<file path="src/rtl/sop_shared_cfg_eval_if.sv">
// sop_shared_cfg_eval_if: handshake bundle for the shared-SOP evaluator.
//   Config side : cfg_start, cfg_valid, cfg_bit  -> evaluator
//                 cfg_ready, cfg_busy, cfg_done  <- evaluator
//   Operand side: in_valid, in_data              -> evaluator, in_ready <- evaluator
//   Result side : out_valid, out_data            <- evaluator, out_ready -> evaluator
// master = stimulus/host side, slave = evaluator side.
interface sop_shared_cfg_eval_if #(
  parameter int unsigned N_IN  = 4,
  parameter int unsigned N_OUT = 2
);
  logic             cfg_start;
  logic             cfg_valid;
  logic             cfg_bit;
  logic             cfg_ready;
  logic             cfg_busy;
  logic             cfg_done;
  logic             in_valid;
  logic [N_IN-1:0]  in_data;
  logic             in_ready;
  logic             out_valid;
  logic [N_OUT-1:0] out_data;
  logic             out_ready;

  modport master (
    output cfg_start, cfg_valid, cfg_bit, in_valid, in_data, out_ready,
    input  cfg_ready, cfg_busy, cfg_done, in_ready, out_valid, out_data
  );

  modport slave (
    input  cfg_start, cfg_valid, cfg_bit, in_valid, in_data, out_ready,
    output cfg_ready, cfg_busy, cfg_done, in_ready, out_valid, out_data
  );
endinterface

</file>
<file path="src/rtl/sop_shared_cfg_eval.sv">
// sop_shared_cfg_eval: programmable shared-logic sum-of-products evaluator.
//
// N_PROD shared product terms over N_IN inputs are ORed into N_OUT outputs through an
// activation matrix. A serial config frame is loaded into a shadow bank while evaluation
// keeps running from the active bank; a one-cycle commit copies shadow to active.
//
// Frame layout (bit 0 sent first), per product p = 0..N_PROD-1:
//   for input i = 0..N_IN-1: pos bit, then neg bit   ({pos,neg}: 00 absent, 10 x, 01 ~x,
//                                                     11 product forced to 0)
//   then N_OUT activation bits, output 0 first.
// With SOP_EVAL_OUT_MASK_EN defined, N_OUT output-mask bits follow the last product
// (output 0 first) and out_data[j] = sop_j & mask[j]. Undefined: all outputs enabled.
//
// Ports:
//   clk    clock
//   rst_n  asynchronous active-low reset
//   bus    sop_shared_cfg_eval_if.slave (config stream, operand and result handshakes)
module sop_shared_cfg_eval #(
  parameter int unsigned N_IN   = 4,
  parameter int unsigned N_OUT  = 2,
  parameter int unsigned N_PROD = 6
) (
  input logic                  clk,
  input logic                  rst_n,
  sop_shared_cfg_eval_if.slave bus
);

  localparam int unsigned ProdBits = 2 * N_IN + N_OUT;
`ifdef SOP_EVAL_OUT_MASK_EN
  localparam int unsigned CFG_BITS = N_PROD * ProdBits + N_OUT;
`else
  localparam int unsigned CFG_BITS = N_PROD * ProdBits;
`endif
  localparam int unsigned CntW = (CFG_BITS > 1) ? $clog2(CFG_BITS) : 1;

  typedef enum logic [1:0] {
    StIdle,
    StLoad,
    StCommit
  } state_e;

  state_e state_q, state_d;

  logic [CntW-1:0]     cnt_q, cnt_d;
  logic [CFG_BITS-1:0] shadow_q, shadow_d;
  logic [CFG_BITS-1:0] active_q, active_d;

  logic                cfg_ready;
  logic                cfg_busy;
  logic                cfg_done;
  logic                cfg_acc;
  logic                last_bit;

  logic                in_ready;
  logic                in_acc;
  logic                out_valid_q, out_valid_d;
  logic [N_OUT-1:0]    out_data_q, out_data_d;

  logic [N_PROD-1:0]   prod;
  logic [N_OUT-1:0]    sop;
  logic [N_OUT-1:0]    mask;

  // ---------------------------------------------------------------------------------------
  // Config FSM
  // ---------------------------------------------------------------------------------------

  // A bit presented together with a restart pulse is dropped.
  assign cfg_acc  = cfg_ready & bus.cfg_valid & ~bus.cfg_start;
  assign last_bit = (cnt_q == CntW'(CFG_BITS - 1));

  always_ff @(posedge clk or negedge rst_n) begin
    if (!rst_n) begin
      state_q <= StIdle;
    end else begin
      state_q <= state_d;
    end
  end

  always_comb begin
    state_d = state_q;
    unique case (state_q)
      StIdle: begin
        if (bus.cfg_start) state_d = StLoad;
      end
      StLoad: begin
        if (bus.cfg_start) begin
          state_d = StLoad;
        end else if (cfg_acc && last_bit) begin
          state_d = StCommit;
        end
      end
      StCommit: begin
        state_d = StIdle;
      end
      default: state_d = StIdle;
    endcase
  end

  always_comb begin
    cfg_ready = 1'b0;
    cfg_busy  = 1'b0;
    cfg_done  = 1'b0;
    unique case (state_q)
      StIdle: ;
      StLoad: begin
        cfg_ready = 1'b1;
        cfg_busy  = 1'b1;
      end
      StCommit: begin
        cfg_busy = 1'b1;
        cfg_done = 1'b1;
      end
      default: ;
    endcase
  end

  assign bus.cfg_ready = cfg_ready;
  assign bus.cfg_busy  = cfg_busy;
  assign bus.cfg_done  = cfg_done;

  // ---------------------------------------------------------------------------------------
  // Config banks and bit counter
  // ---------------------------------------------------------------------------------------

  always_comb begin
    cnt_d    = cnt_q;
    shadow_d = shadow_q;
    active_d = active_q;
    if ((state_q != StCommit) && bus.cfg_start) begin
      // Stale shadow bits from a discarded partial frame are overwritten by the full frame.
      cnt_d = '0;
    end else if (cfg_acc) begin
      shadow_d[cnt_q] = bus.cfg_bit;
      cnt_d           = last_bit ? '0 : cnt_q + CntW'(1);
    end
    if (state_q == StCommit) begin
      active_d = shadow_q;
    end
  end

  always_ff @(posedge clk or negedge rst_n) begin
    if (!rst_n) begin
      cnt_q    <= '0;
      shadow_q <= '0;
      active_q <= '0;
    end else begin
      cnt_q    <= cnt_d;
      shadow_q <= shadow_d;
      active_q <= active_d;
    end
  end

  // ---------------------------------------------------------------------------------------
  // SOP evaluation from the active bank
  // ---------------------------------------------------------------------------------------

  // A literal with both pos and neg set can never be satisfied, so code 11 forces the
  // product to 0 without a dedicated check.
  always_comb begin
    prod = '1;
    for (int p = 0; p < N_PROD; p++) begin
      for (int i = 0; i < N_IN; i++) begin
        if (active_q[p * ProdBits + 2 * i] && !bus.in_data[i]) begin
          prod[p] = 1'b0;
        end
        if (active_q[p * ProdBits + 2 * i + 1] && bus.in_data[i]) begin
          prod[p] = 1'b0;
        end
      end
    end
  end

  always_comb begin
    sop = '0;
    for (int j = 0; j < N_OUT; j++) begin
      for (int p = 0; p < N_PROD; p++) begin
        if (prod[p] && active_q[p * ProdBits + 2 * N_IN + j]) begin
          sop[j] = 1'b1;
        end
      end
    end
  end

`ifdef SOP_EVAL_OUT_MASK_EN
  assign mask = active_q[N_PROD * ProdBits +: N_OUT];
`else
  assign mask = '1;
`endif

  // ---------------------------------------------------------------------------------------
  // Single-stage result register
  // ---------------------------------------------------------------------------------------

  // Operands are held off during commit so none straddles the bank swap.
  assign in_ready = (~out_valid_q | bus.out_ready) & (state_q != StCommit);
  assign in_acc   = bus.in_valid & in_ready;

  always_comb begin
    out_valid_d = out_valid_q;
    out_data_d  = out_data_q;
    if (in_acc) begin
      out_valid_d = 1'b1;
      out_data_d  = sop & mask;
    end else if (bus.out_ready) begin
      out_valid_d = 1'b0;
    end
  end

  always_ff @(posedge clk or negedge rst_n) begin
    if (!rst_n) begin
      out_valid_q <= 1'b0;
      out_data_q  <= '0;
    end else begin
      out_valid_q <= out_valid_d;
      out_data_q  <= out_data_d;
    end
  end

  assign bus.in_ready  = in_ready;
  assign bus.out_valid = out_valid_q;
  assign bus.out_data  = out_data_q;

endmodule

</file>
<file path="src/flat_wrapper.sv">
// flat-port wrapper written by rule: the top's interface ports become plain ports
module sop_shared_cfg_eval_flat 
#(
  parameter int unsigned N_IN   = 4,
  parameter int unsigned N_OUT  = 2,
  parameter int unsigned N_PROD = 6
)
  (clk, rst_n, bus_cfg_start, bus_cfg_valid, bus_cfg_bit, bus_in_valid, bus_in_data, bus_out_ready, bus_cfg_ready, bus_cfg_busy, bus_cfg_done, bus_in_ready, bus_out_valid, bus_out_data);
  sop_shared_cfg_eval_if #(.N_IN(N_IN), .N_OUT(N_OUT)) bus_i ();
  input logic clk;
  input logic rst_n;
  input wire logic [$bits(bus_i.cfg_start)-1:0] bus_cfg_start;
  input wire logic [$bits(bus_i.cfg_valid)-1:0] bus_cfg_valid;
  input wire logic [$bits(bus_i.cfg_bit)-1:0] bus_cfg_bit;
  input wire logic [$bits(bus_i.in_valid)-1:0] bus_in_valid;
  input wire logic [$bits(bus_i.in_data)-1:0] bus_in_data;
  input wire logic [$bits(bus_i.out_ready)-1:0] bus_out_ready;
  output wire logic [$bits(bus_i.cfg_ready)-1:0] bus_cfg_ready;
  output wire logic [$bits(bus_i.cfg_busy)-1:0] bus_cfg_busy;
  output wire logic [$bits(bus_i.cfg_done)-1:0] bus_cfg_done;
  output wire logic [$bits(bus_i.in_ready)-1:0] bus_in_ready;
  output wire logic [$bits(bus_i.out_valid)-1:0] bus_out_valid;
  output wire logic [$bits(bus_i.out_data)-1:0] bus_out_data;
  assign bus_i.cfg_start = bus_cfg_start;
  assign bus_i.cfg_valid = bus_cfg_valid;
  assign bus_i.cfg_bit = bus_cfg_bit;
  assign bus_i.in_valid = bus_in_valid;
  assign bus_i.in_data = bus_in_data;
  assign bus_i.out_ready = bus_out_ready;
  assign bus_cfg_ready = bus_i.cfg_ready;
  assign bus_cfg_busy = bus_i.cfg_busy;
  assign bus_cfg_done = bus_i.cfg_done;
  assign bus_in_ready = bus_i.in_ready;
  assign bus_out_valid = bus_i.out_valid;
  assign bus_out_data = bus_i.out_data;
  sop_shared_cfg_eval #(.N_IN(N_IN), .N_OUT(N_OUT), .N_PROD(N_PROD)) u_core (.clk(clk), .rst_n(rst_n), .bus(bus_i));
endmodule
</file>
<file path="config.mk">
export PLATFORM = sky130hd
export DESIGN_NAME = sop_shared_cfg_eval_flat
export DESIGN_NICKNAME = d
export VERILOG_FILES = /design/src/rtl/sop_shared_cfg_eval_if.sv /design/src/rtl/sop_shared_cfg_eval.sv /design/src/flat_wrapper.sv
export SDC_FILE = /design/constraint.sdc
export NUM_CORES = 1
export LEC_CHECK = 0
export CORE_MARGIN = 8
export CORE_UTILIZATION = 55
export CTS_CLUSTER_DIAMETER = 60
export CTS_CLUSTER_SIZE = 20
export DETAILED_ROUTE_END_ITERATION = 6
export PLACE_DENSITY_LB_ADDON = 0.2
export SLEW_MARGIN = 20
export SYNTH_ARGS = -nofsm -noshare
export SYNTH_HDL_FRONTEND = slang
export SYNTH_SLANG_ARGS = --single-unit
</file>
<file path="constraint.sdc">
create_clock -name clk -period 5 [get_ports clk]
set_input_delay 0.5 -clock clk [delete_from_list [all_inputs] [get_ports clk]]
set_output_delay 0.5 -clock clk [all_outputs]
set_load 0.005 [all_outputs]
</file>
### Yosys cells after proc, flatten, opt, wreduce, memory -nomap -nowiden

Cells that the tools add are included.

* output and inout port bits: 7
* input port bits: 11
* bits in registers: 131
* logic and storage cells: 171

* add/sub/neg operators: 1
* bitwise gates (word level): 8
* eq/ne operators: 6
* reduce and logical (&&, ||, !) cells: 73
* $lt $le $gt $ge: 2
* muxes and demuxes: 75

Operator list (count)
* 1-bit 2-to-1 mux: 66
* 1-bit logical AND: 63
* 60-bit bitwise mux: 1
* 6-bit 2-to-1 mux: 3
* 6-bit by 7-bit less-than comparator with 1-bit output (second input constant): 1
* 6-bit by 1-bit adder with 6-bit output (second input constant): 1
* 1-bit demux with 6-bit select: 1
* 6-bit == test (second input constant): 1
* 6-bit by 1-bit greater-or-equal comparator with 1-bit output (second input constant): 1
* 2-bit 2-to-1 mux: 3
* 1-bit AND: 4
* 1-bit zero test: 4
* 2-bit != test (second input constant): 2
* 2-bit case mux with 2 select lines: 1
* 2-bit AND reduction: 2
* 2-bit nonzero test: 2
* 3-bit by 2-bit != test with 1-bit output (second input constant): 1
* 1-bit NOT: 3
* 2-bit by 1-bit == test with 1-bit output (second input constant): 1
* 2-bit == test (second input constant): 1
* 2-bit zero test: 1
* 2-bit OR reduction: 1
* 1-bit OR: 1

### Logic depth before layout (Yosys ltp)

* depth in word-level cells: 17
* gate-level depth with buffers: 7
* mapped depth without buffers: 6

### Worst setup path after synthesis

No wires, ideal clock.

* kind: reg-to-reg
* start point: register u_core.state_q[1]
* end point: register u_core.shadow_q[13]
* clock period less this slack: 1.885 ns
* slack: 3.115 ns
* stages on the path, launching flop included: 8
* data arrival time: 1.761 ns
* data required time: 4.875 ns
* buffers on the path: 1
* library setup time: 0.125 ns
* path through: dfrtp_1 -> inv_1 -> ha_1 -> and3b_2 -> buf_2 -> nand4b_1 -> nor2_1 -> mux2_2

* word-level cells in the longest chain between the ends: 5
* elaborated cells between the ends (all ways): 8
* those cells by class: 2 x eq/ne; 1 x mux; 3 x bitwise; 2 x reduce/logical

Ends and longest elaborated chain
* start, declared: RTL line sop_shared_cfg_eval.sv:42 `state_e state_q, state_d;`
* start signal, assigned: RTL line sop_shared_cfg_eval.sv:73 `state_q <= StIdle;`
* start signal, assigned: RTL line sop_shared_cfg_eval.sv:75 `state_q <= state_d;`
* 2-bit by 1-bit == test with 1-bit output: RTL line sop_shared_cfg_eval.sv:103 `unique case (state_q)`
* 1-bit 2-to-1 mux: RTL line sop_shared_cfg_eval.sv:103
* via bus_cfg_ready: RTL line flat_wrapper.sv:18 `output wire logic [$bits(bus_i.cfg_ready)-1:0] bus_cfg_ready;`
* 1-bit AND (2 in series): RTL line sop_shared_cfg_eval.sv:68 `assign cfg_acc = cfg_ready & bus.cfg_valid & ~bus.cfg_start;`
* 2-bit AND reduction (no source line)
* end signal, assigned: RTL line sop_shared_cfg_eval.sv:148 `shadow_q <= shadow_d;`
* end, declared: RTL line sop_shared_cfg_eval.sv:45 `logic [CFG_BITS-1:0] shadow_q, shadow_d;`

The timed path passes the listed nets, and every way through them passes these cells.
A chain may end at the register's enable or synchronous reset.

### Final worst setup path

* start point: register u_core.state_q[0]
* end point: output port bus_in_ready

* word-level cells in the longest chain between the ends: 2

Ends and longest elaborated chain
* 2-bit != test: RTL line sop_shared_cfg_eval.sv:195 `assign in_ready = (~out_valid_q | bus.out_ready) & (state_q != StCommit);`
* 1-bit AND: RTL line sop_shared_cfg_eval.sv:195
* end, declared: RTL line flat_wrapper.sv:21 `output wire logic [$bits(bus_i.in_ready)-1:0] bus_in_ready;`

Every way passes these cells.

==> results.py <==
metrics = {
    "outcome": {
        "status": "complete, no violations",
    },
    "clock_tree": {
        "ctsHoldBuffers": 0,
        "cts_sinks": 131,
        "cts-htree-levels": 4,
        "cts_resized": 0,
        "cts-root-buf": "clkbuf_8",
        "cts_setup_buffers": 0,
        "path_clk_slew_ns": 0.05,
        "cts_tree": "built",
        "clk_path_buf_depth": 2,
        "cts_buffers": 17,
        "insertion_delay_ns": 0.53,
    },
    "die": {
        "die_h_um": 119,
        "core_um2": 10300,
        "rows": 37,
        "io_pins": 18,
        "start_util": 0.568,
        "die-width_um": 119,
        "die_area_um2": 14200,
    },
    "logic_synthesis": {
        "postSynthAreaPerCell_um2": 13.1,
        "synth_edf_count": 0,
        "synth_cell_types": 44,
        "syn_inst": 449,
        "synth_nets": 464,
        "synth_area_leaders": "dfrtp_1 (56%), mux2_2 (22%), mux2i_1 (4.1%), nand2_1 (3.1%), nor2_1 (2.0%)",
        "netlist_top_cells_count": "dfrtp_1 (131), mux2_2 (112), nand2_1 (49)",
        "synth_seq_area_share": 0.559,
        "synth_ff_type": "dfrtp_1",
        "netlist_area_um2": 5860,
        "synth-seq-cells": 131,
        "yosysWarningCount": 0,
        "synth_largest_area_cell": "dfrtp_1",
        "synth_top_area_frac": 0.559,
        "yosysMostFrequentCell": "dfrtp_1",
        "synth-async-reset-ratio": 1.00,
    },
    "power_and_ir_drop": {
        "clockPowerShare": 0.485,
        "p_per_area_nw_per_um2": 362,
        "p_int_w": 0.00190,
        "comb_power_share": 0.061,
        "power_frac_seq": 0.454,
        "peakVddDrop_mv": 0.253,
        "swShare": 0.214,
        "netSwitchingPower_w": 0.000515,
        "leakagePower_nw": 3.19,
    },
    "hold_path": {
        "hp-class": "in2async",
    },
    "sta": {
        "hold_viol": 0,
        "timing.setup.tns_ns": 0,
        "clock_skew_ns": 0.00856,
        "fin_ws_ns": 2.02,
        "finalCritPeriodShare": 0.596,
        "setup_viol": 0,
        "fmax_mhz": 335,
        "grt_setup_unrepaired": "false",
        "slew_viol_final": 0,
        "worstMarginPinSlew_ns": 1.04,
        "min_period_ns": 2.98,
        "maxSlewHeadroom": 0.305,
    },
    "routing": {
        "via_count": 3470,
        "finalWirelength_um": 12100,
        "drc": 0,
        "drt_iter0_markers": 177,
        "drtAntennaViolNets": 0,
        "dr.pass1.iters": 4,
        "wl_per_cell_um": 19.9,
        "viasPerCell": 5.70,
    },
    "grt": {
        "grt_max_degree": 89,
        "overflow": 0,
        "grt_pass1_vias": 3678,
        "grt_antenna_before_repair": 0,
        "grt_pass1_wl_um": 20000,
        "grtUsageTotal": 0.184,
    },
    "layout": {
        "fin_cells": 609,
        "syn2layout_area_growth_pct": 13.7,
        "finalNetCount": 477,
        "final.fill_count": 769,
        "drive_above_1_share": 0.328,
        "n_antenna_cell": 0,
    },
    "placement": {
        "place_ws_ns": 2.38,
        "port-buffer-count": 17,
        "gp_congestion": 0.778,
        "dp_hpwl_um": 7690,
        "numPlacedInstances": 579,
    },
    "worst_setup_path": {
        "critical-path-top-delay-family": "buffers and inverters",
        "path_class": "reg2out",
        "path_buf_inv": 3,
        "slowest_stage": "ha_2",
        "required_ns": 4.50,
        "cp_common_cell": "inv_1",
        "start_kind": "register",
        "critPathMaxStageDelay_ns": 0.69,
        "path_cells": "inv_1 -> ha_2 -> inv_1 -> and2_1 -> clkdlybuf4s50_1",
        "cp_max_fo": 28,
        "endpoint_kind": "output port",
        "arrival_ns": 2.48,
    },
    "run": {
        "max_cap_violations": 0,
    },
}
==> cell type report <==
| class | count | area [µm²] | share of cell area |
|---|---|---|---|
| flip-flops and latches | 131 | 3280 | 0.492 |
| multi-input cells | 289 | 2460 | 0.369 |
| clock buffers | 25 | 484 | 0.0727 |
| repair buffers | 19 | 181 | 0.0272 |
| well taps | 136 | 170 | 0.0255 |
| clock inverters | 5 | 75.1 | 0.0113 |
| inverters | 4 | 15.0 | 0.00225 |
==> registers in the layout, indices dropped and copies added (netlist names) <==
name and flops:
u_core.bus.out_data 2, u_core.shadow_q 60, u_core.active_q 60, u_core.bus.out_valid 1, u_core.state_q 2, u_core.cnt_q 6
==> through the flow <==
| step | hold slack, ns | power [W] | cell area (µm²) | util |
|---|---|---|---|---|
| after floorplan | 0.204 | 0.00119 | 5860 | - |
| after global routing | 0.0698 | 0.00250 | 6660 | 0.645 |
| after global placement | 0.468 | 0.00126 | 6100 | 0.591 |
| final | 0.0283 | 0.00241 | 6660 | 0.645 |
| after detailed placement | 0.481 | 0.00126 | 6100 | 0.591 |
| after CTS | 0.209 | 0.00243 | 6660 | 0.645 |
==> worst register-to-register path, delay by kind of cell, from the launching register on <==
kind,cells,cell delay [ns]
fa+ha+maj,1,0.69
compound gates,1,0.09
flops,1,0.39
simple gates,2,0.42
buf+inv,2,0.67
==> worst paths after layout <==
path | cells past startpoint | startpoint | slack (ns) | endpoint
worst max-delay path | 5 | u_core.state_q[0] | 2.02 | bus_in_ready
worst min-delay path | 1 | rst_n | 0.03 | u_core.shadow_q[57]
worst max register to register | 6 | u_core.state_q[0] | 2.64 | u_core.cnt_q[4]
worst min register to register | 1 | u_core.shadow_q[1] | 0.49 | u_core.shadow_q[1]
max in group asynchronous | 2 | rst_n | 3.92 | u_core.shadow_q[53]
min in group clk | 1 | u_core.shadow_q[1] | 0.49 | u_core.shadow_q[1]
==> logic make-up (layout without fill, tap and decap cells) <==
logic type / count (synthesis) / count (layout) / share of synthesized area
AND/OR/NAND/NOR: 120 / 120 / 0.114
buffers and inverters: 29 / 53 / 0.0216
flip-flops: 131 / 131 / 0.559
AO/OA/AOI/OAI: 21 / 21 / 0.0246
multiplexers: 144 / 144 / 0.272
adder cells (fa/ha/maj): 4 / 4 / 0.00854
==> placed cells by master (no fill, tap or decap), types with 2 or more instances in the layout <==
cell type / Yosys / final
a21oi_1: 6 / 6
a222oi_1: 2 / 2
a22oi_1: 2 / 2
a31oi_1: 3 / 3
and2_1: 3 / 3
and3_1: 2 / 2
and4_1: 6 / 6
buf_4: 0 / 2
bufinv_16: 0 / 2
clkbuf_1: 16 / 4
clkbuf_16: 0 / 16
clkbuf_8: 0 / 5
clkdlybuf4s50_1: 0 / 15
clkinv_2: 0 / 3
dfrtp_1: 131 / 131
ha_1: 4 / 3
inv_1: 4 / 4
mux2_1: 8 / 8
mux2_2: 112 / 112
mux2i_1: 24 / 24
nand2_1: 49 / 49
nand3_1: 2 / 2
nand3b_1: 3 / 3
nand4b_1: 2 / 2
nor2_1: 32 / 32
nor3_1: 2 / 2
nor4b_4: 3 / 3
o21ai_0: 2 / 2
or2_2: 2 / 2
or3_1: 2 / 2
==> per-layer routing <==
metal  routed length, µm  up-vias  global-route usage
met5                   0        -                   0
met4                 303        0              0.0814
met3                 416       19              0.0510
met2                5840       52               0.293
met1                5530     1781               0.231
li1                    -     1618                   -
==> power groups by stage <==
stage / Clock (W) / Combinational (W) / Sequential (W)
final: 0.00117 / 0.000147 / 0.00110
after global routing: 0.00124 / 0.000162 / 0.00110
after CTS: 0.00119 / 0.000150 / 0.00109
after detailed placement: 0 / 0.000150 / 0.00111
after global placement: 0 / 0.000146 / 0.00111
after floorplan: 0 / 0.0000858 / 0.00111
No activity file was read; power rests on OpenSTA's default activity.
